===== src/rtl/slave_port_split_pkg.sv =====
// Shared types and defaults for the serial-bus slave port family.
// Serial address and data fields travel LSB first.
package slave_port_split_pkg;

    localparam int unsigned DEF_ADDR_WIDTH = 12;
    localparam int unsigned DEF_DATA_WIDTH = 8;

    typedef enum logic [2:0] {
        ST_IDLE,
        ST_RX,
        ST_STROBE,
        ST_SPLIT,
        ST_WAIT_GNT,
        ST_TX
    } state_e;

    // Width of a counter that must hold 0..n; never narrower than one bit.
    function automatic int unsigned cnt_width(input int unsigned n);
        return (n > 0) ? $clog2(n + 1) : 1;
    endfunction

endpackage


===== src/rtl/slave_port_split_tx_shifter.sv =====
// Load/shift/hold parallel-in serial-out register for read data, LSB first.
// Load takes priority over shift; with neither, the current bit is held.
module slave_tx_shifter #(
    parameter int unsigned WIDTH = 8
) (
    input  logic             clk,
    input  logic             reset,
    input  logic             load,
    input  logic             shift,
    input  logic [WIDTH-1:0] din,
    output logic             dout
);

    logic [WIDTH-1:0] sh_q;
    logic [WIDTH-1:0] sh_d;

    always_comb begin
        sh_d = sh_q;
        if (load) begin
            sh_d = din;
        end else if (shift) begin
            sh_d = sh_q >> 1;
        end
    end

    always_ff @(posedge clk or negedge reset) begin
        if (!reset) begin
            sh_q <= '0;
        end else begin
            sh_q <= sh_d;
        end
    end

    assign dout = sh_q[0];

endmodule


===== src/rtl/slave_port_split.sv =====
// Split-capable serial-bus slave port: deserialises address/write data, strobes the
// memory, releases the bus during slow reads, then serialises read data back.
module slave_port_split
    import slave_port_split_pkg::*;
#(
    parameter int unsigned ADDR_WIDTH  = DEF_ADDR_WIDTH,
    parameter int unsigned DATA_WIDTH  = DEF_DATA_WIDTH,
    parameter int unsigned SPLIT_DELAY = 10,
    parameter int unsigned USE_GRANT   = 1
) (
    input  logic                  clk,
    input  logic                  reset,
    input  logic                  read_en,
    input  logic                  write_en,
    input  logic                  master_valid,
    input  logic                  master_ready,
    input  logic                  rx_address,
    input  logic                  rx_data,
    input  logic [DATA_WIDTH-1:0] datain,
    input  logic                  split_grant,
    output logic                  slave_ready,
    output logic                  slave_valid,
    output logic                  tx_data,
    output logic [ADDR_WIDTH-1:0] address,
    output logic [DATA_WIDTH-1:0] data,
    output logic                  read_en_in,
    output logic                  write_en_in,
    output logic                  split_en
);

    localparam int unsigned RXW = cnt_width(ADDR_WIDTH);
    localparam int unsigned TXW = cnt_width(DATA_WIDTH);
    localparam int unsigned SPW = cnt_width(SPLIT_DELAY);

    localparam logic [RXW-1:0] RX_PEN       = RXW'(ADDR_WIDTH - 1);
    localparam logic [RXW-1:0] RX_DATA_BITS = RXW'(DATA_WIDTH);
    localparam logic [TXW-1:0] TX_PEN       = TXW'(DATA_WIDTH - 1);
    localparam logic [SPW-1:0] SP_LAST      = SPW'(SPLIT_DELAY);

    state_e                state_q, state_d;
    logic                  cmd_write_q, cmd_write_d;
    logic [ADDR_WIDTH-1:0] address_q, address_d;
    logic [DATA_WIDTH-1:0] data_q, data_d;
    logic [RXW-1:0]        rx_cnt_q, rx_cnt_d;
    logic [SPW-1:0]        sp_cnt_q, sp_cnt_d;
    logic [TXW-1:0]        tx_cnt_q, tx_cnt_d;
    logic                  slave_ready_q, slave_ready_d;
    logic                  slave_valid_q, slave_valid_d;
    logic                  split_en_q, split_en_d;
    logic                  read_en_in_q, read_en_in_d;
    logic                  write_en_in_q, write_en_in_d;
    logic                  tx_load;
    logic                  tx_shift;
    logic                  tx_bit;

    always_comb begin
        state_d     = state_q;
        cmd_write_d = cmd_write_q;
        address_d   = address_q;
        data_d      = data_q;
        rx_cnt_d    = rx_cnt_q;
        sp_cnt_d    = sp_cnt_q;
        tx_cnt_d    = tx_cnt_q;
        tx_load     = 1'b0;
        tx_shift    = 1'b0;

        unique case (state_q)
            ST_IDLE: begin
                if (master_valid && (read_en || write_en)) begin
                    cmd_write_d = write_en;
                    address_d   = {rx_address, address_q[ADDR_WIDTH-1:1]};
                    data_d      = {rx_data, data_q[DATA_WIDTH-1:1]};
                    rx_cnt_d    = RXW'(1);
                    state_d     = ST_RX;
                end
            end
            ST_RX: begin
                if (master_valid) begin
                    address_d = {rx_address, address_q[ADDR_WIDTH-1:1]};
                    if (rx_cnt_q < RX_DATA_BITS) begin
                        data_d = {rx_data, data_q[DATA_WIDTH-1:1]};
                    end
                    rx_cnt_d = rx_cnt_q + 1'b1;
                    if (rx_cnt_q == RX_PEN) begin
                        state_d = ST_STROBE;
                    end
                end
            end
            ST_STROBE: begin
                if (cmd_write_q) begin
                    state_d = ST_IDLE;
                end else begin
                    sp_cnt_d = SPW'(1);
                    state_d  = ST_SPLIT;
                end
            end
            // With no split delay this state is a single silent load cycle.
            ST_SPLIT: begin
                if (SPLIT_DELAY == 0 || sp_cnt_q == SP_LAST) begin
                    tx_load  = 1'b1;
                    tx_cnt_d = '0;
                    state_d  = (USE_GRANT != 0 && SPLIT_DELAY != 0) ? ST_WAIT_GNT : ST_TX;
                end else begin
                    sp_cnt_d = sp_cnt_q + 1'b1;
                end
            end
            ST_WAIT_GNT: begin
                if (split_grant) begin
                    state_d = ST_TX;
                end
            end
            ST_TX: begin
                if (master_ready) begin
                    tx_shift = 1'b1;
                    tx_cnt_d = tx_cnt_q + 1'b1;
                    if (tx_cnt_q == TX_PEN) begin
                        state_d = ST_IDLE;
                    end
                end
            end
            default: state_d = ST_IDLE;
        endcase

        // Outputs are registered from the next state so they align with the state itself.
        slave_ready_d = (state_d == ST_IDLE);
        slave_valid_d = (state_d == ST_TX);
        split_en_d    = (state_d == ST_WAIT_GNT) || ((state_d == ST_SPLIT) && (SPLIT_DELAY != 0));
        read_en_in_d  = (state_d == ST_STROBE) && !cmd_write_d;
        write_en_in_d = (state_d == ST_STROBE) && cmd_write_d;
    end

    always_ff @(posedge clk or negedge reset) begin
        if (!reset) begin
            state_q       <= ST_IDLE;
            cmd_write_q   <= 1'b0;
            address_q     <= '0;
            data_q        <= '0;
            rx_cnt_q      <= '0;
            sp_cnt_q      <= '0;
            tx_cnt_q      <= '0;
            slave_ready_q <= 1'b1;
            slave_valid_q <= 1'b0;
            split_en_q    <= 1'b0;
            read_en_in_q  <= 1'b0;
            write_en_in_q <= 1'b0;
        end else begin
            state_q       <= state_d;
            cmd_write_q   <= cmd_write_d;
            address_q     <= address_d;
            data_q        <= data_d;
            rx_cnt_q      <= rx_cnt_d;
            sp_cnt_q      <= sp_cnt_d;
            tx_cnt_q      <= tx_cnt_d;
            slave_ready_q <= slave_ready_d;
            slave_valid_q <= slave_valid_d;
            split_en_q    <= split_en_d;
            read_en_in_q  <= read_en_in_d;
            write_en_in_q <= write_en_in_d;
        end
    end

    slave_tx_shifter #(
        .WIDTH(DATA_WIDTH)
    ) u_tx_shifter (
        .clk  (clk),
        .reset(reset),
        .load (tx_load),
        .shift(tx_shift),
        .din  (datain),
        .dout (tx_bit)
    );

    assign slave_ready = slave_ready_q;
    assign slave_valid = slave_valid_q;
    assign tx_data     = slave_valid_q & tx_bit;
    assign address     = address_q;
    assign data        = data_q;
    assign read_en_in  = read_en_in_q;
    assign write_en_in = write_en_in_q;
    assign split_en    = split_en_q;

endmodule

===== config.mk =====
export PLATFORM = sky130hd
export DESIGN_NAME = slave_port_split
export DESIGN_NICKNAME = d
export VERILOG_FILES = /design/src/rtl/slave_port_split_pkg.sv /design/src/rtl/slave_port_split_tx_shifter.sv /design/src/rtl/slave_port_split.sv
export SDC_FILE = /design/constraint.sdc
export NUM_CORES = 1
export LEC_CHECK = 0
export ABC_AREA = 1
export CAP_MARGIN = 20
export CORE_UTILIZATION = 46
export CTS_BUF_LIST = sky130_fd_sc_hd__clkbuf_16
export CTS_CLUSTER_SIZE = 24
export DETAILED_ROUTE_END_ITERATION = 10
export PLACE_DENSITY_LB_ADDON = 0.12
export SLEW_MARGIN = 0
export SYNTH_ARGS = -nofsm -noshare
export SYNTH_HDL_FRONTEND = slang
export SYNTH_SLANG_ARGS = --single-unit

===== constraint.sdc =====
create_clock -name clk -period 1.4 [get_ports clk]
set_clock_uncertainty 0.05 [all_clocks]
set_input_delay 0.42 -clock clk [delete_from_list [all_inputs] [get_ports clk]]
set_output_delay 0.42 -clock clk [all_outputs]
set_load 0.02 [all_outputs]

==> results of run 1 <==
[where the power goes]
part / switching (uW) / internal, uW
combinational: 1940 / 1540
sequential: 360 / 1950
clock: 514 / 1020
total: 2820 / 4510
[worst reg2reg max path, delay by kind of cell (launching register included)]
kind | cells | cell delay, ns
flip-flops | 1 | 0.45
AO/OA/AOI/OAI | 1 | 0.07
buffers and inverters | 2 | 0.26
AND/OR/NAND/NOR | 4 | 0.44
[sequential cells by signal (all words and copies together), names as in the netlist, 3 cells and up]
| register | count |
|---|---|
| address | 12 |
| data | 8 |
| rx_cnt_q | 4 |
| sp_cnt_q | 4 |
| state_q | 3 |
| tx_cnt_q | 4 |
| u_tx_shifter.sh_q | 8 |
[layer usage]
metal | share of wire (%) | GRT usage, % | vias up
met2 | 50 | 34.9 | 54
met4 | 1.8 | 7.19 | 0
met5 | 0 | 0 | -
met3 | 3.7 | 4.14 | 10
li1 | - | - | 1062
met1 | 44 | 28.2 | 999
[per-stage QoR]
stage	utilization (%)	setup TNS [ns]	hold slack, ns
2_1_floorplan	-	0	0.0744
3_3_place_gp	65.3	-13.46	0.379
3_5_place_dp	65.3	-15.29	0.376
4_1_cts	70.8	0	0.0685
5_1_grt	72.3	-1.16	0.0866
6_report	72.3	0	0.0515
[Yosys cell counts (2+ instances only)]
library cell,number,area share (%)
nand2_1,86,14
dfrtp_1,48,52
nand3_1,32,7.0
nor2_1,25,4.1
inv_1,20,3.3
o21ai_0,13,2.8
a21oi_1,8,1.7
nand2_2,7,1.9
ha_1,4,2.2
nand2_4,4,2.0
o21ai_1,4,0.87
inv_2,3,0.49
nor3_1,3,0.65
buf_4,2,0.65
nor2_4,2,0.98
xor2_1,2,0.76
[cells in the final DEF (no fill, tap or decap), types with 11 or more instances in the layout]
master	Yosys	routed
nand3_1	32	31
buf_2	1	21
nor2_1	25	16
dfrtp_1	48	45
clkdlybuf4s50_1	0	11
nand2_2	7	14
inv_1	20	17
o21ai_0	13	12
nand2_1	86	75
buf_4	2	43
[cell type report]
cell class,instances,area [um2]
Timing Repair Buffer,91,726
Clock buffer,5,125
Timing Repair inverter,1,8.76
Inverter,23,96.3
Tap cell,67,83.8
Multi-Input combinational cell,196,1100
Fill cell,383,1320
Sequential cell,49,1230
Clock inverter,3,65.1
[logic make-up after synthesis]
| group | share of synthesized area, % |
|---|---|
| adder cells (fa/ha/maj) | 2.18 |
| flip-flops | 53.5 |
| AO/OA/AOI/OAI | 6.39 |
| buffers and inverters | 5.13 |
| AND/OR/NAND/NOR | 31.6 |
| multiplexers | 0.437 |
| XOR/XNOR | 0.764 |
[what timing repair did]
item                       in CTS  in global routing
cloned                          1                  1
setup endpoints to repair      65                 55
buffers inserted                3                  2
pin swaps                       5                 13
resized for setup             105                 57
[path summary, 6_finish.rpt]
| check | cells after the start | to | from | slack (ns) |
|---|---|---|---|---|
| min | 2 | u_tx_shifter.sh_q[2]$_DFFE_PN0P_ | reset | 0.05 |
| max | 1 | slave_ready | slave_ready$_DFF_PN1_ | 0.01 |
| min in group clk | 2 | data[7]$_DFFE_PN0P_ | data[7]$_DFFE_PN0P_ | 0.45 |
| max in group asynchronous | 2 | slave_ready$_DFF_PN1_ | reset | 0.97 |
| max reg2reg | 7 | rx_cnt_q[1]$_DFFE_PN0P_ | state_q[1]$_DFF_PN0_ | 0.02 |
| min reg2reg | 2 | data[7]$_DFFE_PN0P_ | data[7]$_DFFE_PN0P_ | 0.45 |
==> impl_metrics.yaml, run 1 <==
cts:
  path_clk_slew_ns: 0.07
  cts_tree: "yes"
  cts_buffer_depth: 2
  cts_buffers: 5
  clk_latency_ns: 0.29
  ctsHoldBuffers: 0
  root_buffer: "clkbuf_16"
  htreeDepth: 2
  numClockSinks: 49
grt:
  grt_usage_pct: 21.2
  overflow: 0
  grt_pass1_vias: 1899
  antenna_found_initial: 0
  grt_max_degree: 50
  grt_pass1_wl_mm: 8.47
floorplanning:
  die_w_um: 72.6
  die_h_um: 72.6
  ios: 43
  placementRows: 25
  start_util_pct: 48.2
  die_area_mm2: 0.00527
  core-area_mm2: 0.00475
worst_setup_path:
  path_cells: "buf_6"
  cp_slowest_cell: "dfstp_2"
  crit_required_ns: 0.93
  cp_max_fo: 1
  max_stage_delay_ns: 0.53
  crit_buf_inv: 1
  critPathLaunchType: "flop"
  cp.arrival_ns: 0.92
  crit_type: "flop to output pin"
  endpoint_kind: "output pin"
  crit_family: "flip-flops"
synth:
  synth_area_mm2: 0.00229
  synth_cell_types: 24
  synthCells: 271
  synth_edf_count: 0
  synth_seq_cells: 49
  synth-main-ff-cell: "dfrtp_1"
  ys_seq_area_share_pct: 53.5
  synth_nets: 292
  ys_warn_count: 0
  synth_area_per_cell_um2: 8.46
  async_flop_share_pct: 100
flow_run:
  max_cap_viol_count: 0
finish:
  fin_area_mm2: 0.00344
  diodes: 0
  finalNetCount: 388
  final_cells: 435
  area_growth_syn_to_layout_pct: 50.1
  drive_gt1_share_pct: 37.2
power_and_ir_drop:
  peakVddDrop_v: 0.00126
  p_leak_uw: 0.00184
  power_density_mw_per_mm2: 2130
  total_power_uw: 7320
routing:
  dr.pass1.iters: 4
  remaining_drc_errors: 0
  detail-route-antenna-nets: 0
  vias_per_cell: 4.89
  vias: 2125
  first_iter_violations: 100
  post_drt_wl_per_cell_um: 12.3
  wirelength_mm: 5.34
sta:
  setup_viol: 0
  finalWorstSetupSlack_ns: 0.0120
  timing.final.crit_share_pct: 99.1
  fin_crit_ns: 1.39
  rsz0062_at_grt: "true"
  relSlewSlack_pct: 77.2
  finalHoldViolCount: 0
  fmax_ghz: 0.720
  slew_violations: 0
  worst_pin_slew_ns: 0.340
placement:
  hpwl_mm: 3.46
  dp_cells: 420
  dpl_worst_slack_ns: -0.443
  port_buffers: 42
  place.gp.congestion: 0.822
  placed_area_mm2: 0.00310
run_status:
  status: "finished, final reports clean"
min_path:
  hold_class: "input port to async pin"
Note: power is estimated with default switching activity, not from simulation.
==> inputs of run 2 (changes only) <==
- CORE_MARGIN: unset -> 4
- REMOVE_ABC_BUFFERS: unset -> 1
==> run 2 against run 1 <==
  * Cell count increased by 0.69%
  * Total power decreased by 3.6%
  * Register-to-register slack about the same
  * Flip-flop and latch count unchanged
  * Critical path type is now flop to flop
  * Critical endpoint is now tx_cnt_q[0]$_DFFE_PN0P_
  * Largest power group unchanged
==> impl_metrics.yaml, run 2 (same netlist as run 1, synthesis figures left out) <==
run_status:
  status: "finished, final reports clean"
floorplanning:
  start_util_pct: 47.9
  die_w_um: 78.6
  core-area_mm2: 0.00479
  ios: 43
  placementRows: 25
  die_area_mm2: 0.00618
  die_h_um: 78.6
finish:
  drive_gt1_share_pct: 38.8
  largest_reg_flops: 12
  diodes: 0
  area_growth_syn_to_layout_pct: 52.0
  layout_commonest_cell: "nand2_1"
  layout_common_cells: "nand2_1 (73), dfrtp_1 (45), buf_4 (44), nand3_1 (30), buf_2 (21)"
  fin_area_mm2: 0.00348
  n_fill_cell: 373
  register_area_mm2: 0.00123
  finalNetCount: 391
  finalCoreUtilization_pct: 72.8
  multi_input_area_mm2: 0.00116
worst_setup_path:
  ff2ff_path_depth: 6
  endpoint_kind: "flop"
  r2r_setup_slack_ns: 0.005
  crit_type: "flop to flop"
  cp.arrival_ns: 1.51
  cp_max_fo: 4
  crit_required_ns: 1.52
  r2r_end: "tx_cnt_q[0]$_DFFE_PN0P_"
  critPathLaunchType: "flop"
  worstReg2RegStart: "state_q[1]$_DFF_PN0_"
placement:
  port_buffers: 42
  place.gp.congestion: 0.819
  placed_area_mm2: 0.00309
  hpwl_mm: 3.48
grt:
  grt_max_degree: 50
  grt_usage_pct: 17.4
  grt_pass1_wl_mm: 8.55
  antenna_found_initial: 0
  overflow: 0
  grt_pass1_vias: 1918
cts:
  root_buffer: "clkbuf_16"
  cts_buffers: 5
  clk_latency_ns: 0.28
  cts_tree: "yes"
  htreeDepth: 2
  cts_buffer_depth: 2
  numClockSinks: 49
  path_clk_slew_ns: 0.06
  ctsHoldBuffers: 0
sta:
  timing.final.crit_share_pct: 99.6
  fmax_ghz: 0.717
  holdWs_ns: 0.0417
  finalHoldViolCount: 0
  rsz0062_at_grt: "true"
  relSlewSlack_pct: 81.4
  worst_pin_slew_ns: 0.279
  fin_crit_ns: 1.39
  setup-tns-final_ns: 0
  slew_violations: 0
  setup_viol: 0
routing:
  vias: 2117
  detail-route-antenna-nets: 0
  first_iter_violations: 91
  post_drt_wl_per_cell_um: 12.2
  wirelength_mm: 5.36
  vias_per_cell: 4.83
  dr.pass1.iters: 4
  remaining_drc_errors: 0
flow_run:
  max_cap_viol_count: 0
power_and_ir_drop:
  power_density_mw_per_mm2: 2030
  total_power_uw: 7060
  peakVddDrop_v: 0.00103
  p_leak_uw: 0.00187
min_path:
  hold_class: "input port to async pin"
==> run 2: cell type report <==
class | instances | share of cell area [%]
repair inverters | 1 | 0.323
clock buffers | 5 | 3.59
repair buffers | 93 | 21.8
clock inverters | 3 | 0.323
multi-input cells | 197 | 33.4
inverters | 23 | 2.84
well taps | 67 | 2.41
flip-flops and latches | 49 | 35.3
==> run 2: per-stage QoR <==
stage               cells  setup slack, ns
finish                438          0.00515
global route          438          -0.0803
CTS                   431         -0.00210
detailed placement    418           -0.394
global placement      418           -0.346
floorplan             267           0.0464
==> run 2: timing repair <==
action                                  CTS  global route
pin swaps                                 5            19
setup buffers                             3             6
cloned                                    2             1
gates resized for setup                 103            76
endpoints found under the setup margin   64            60
==> run 2: critical path: stages (launching register included) <==
cell	delay, ns
dfrtp_2	0.46
inv_4	0.08
nand4_1	0.19
buf_4	0.22
nand2_8	0.09
buf_6	0.11
mux2i_1	0.06
==> run 2: worst max path at each step <==
stage,startpoint,endpoint,slack [ns],depth (start not counted)
2_1_floorplan,state_q[2]$_DFF_PN0_,data[1]$_DFFE_PN0P_,0.05,6
3_3_place_gp,master_valid,data[4]$_DFFE_PN0P_,-0.35,8
3_5_place_dp,master_valid,data[0]$_DFFE_PN0P_,-0.39,8
4_1_cts,slave_ready$_DFF_PN1_,slave_ready,-0.002,1
5_1_grt,state_q[1]$_DFF_PN0_,data[5]$_DFFE_PN0P_,-0.08,8
6_report,state_q[1]$_DFF_PN0_,tx_cnt_q[0]$_DFFE_PN0P_,0.005,6
==> run 2: where the power goes <==
| part | switching (uW) | total [uW] | internal [uW] |
|---|---|---|---|
| sequential | 374 | 2330 | 1950 |
| clock | 482 | 1130 | 643 |
| combinational | 2000 | 3610 | 1600 |
==> run 2: routing by layer <==
metal | track usage, % | part of all wire, %
met5 | 0 | 0
met1 | 22.2 | 46
met4 | 7.17 | 1.8
met2 | 28.4 | 48
met3 | 3.90 | 4.8
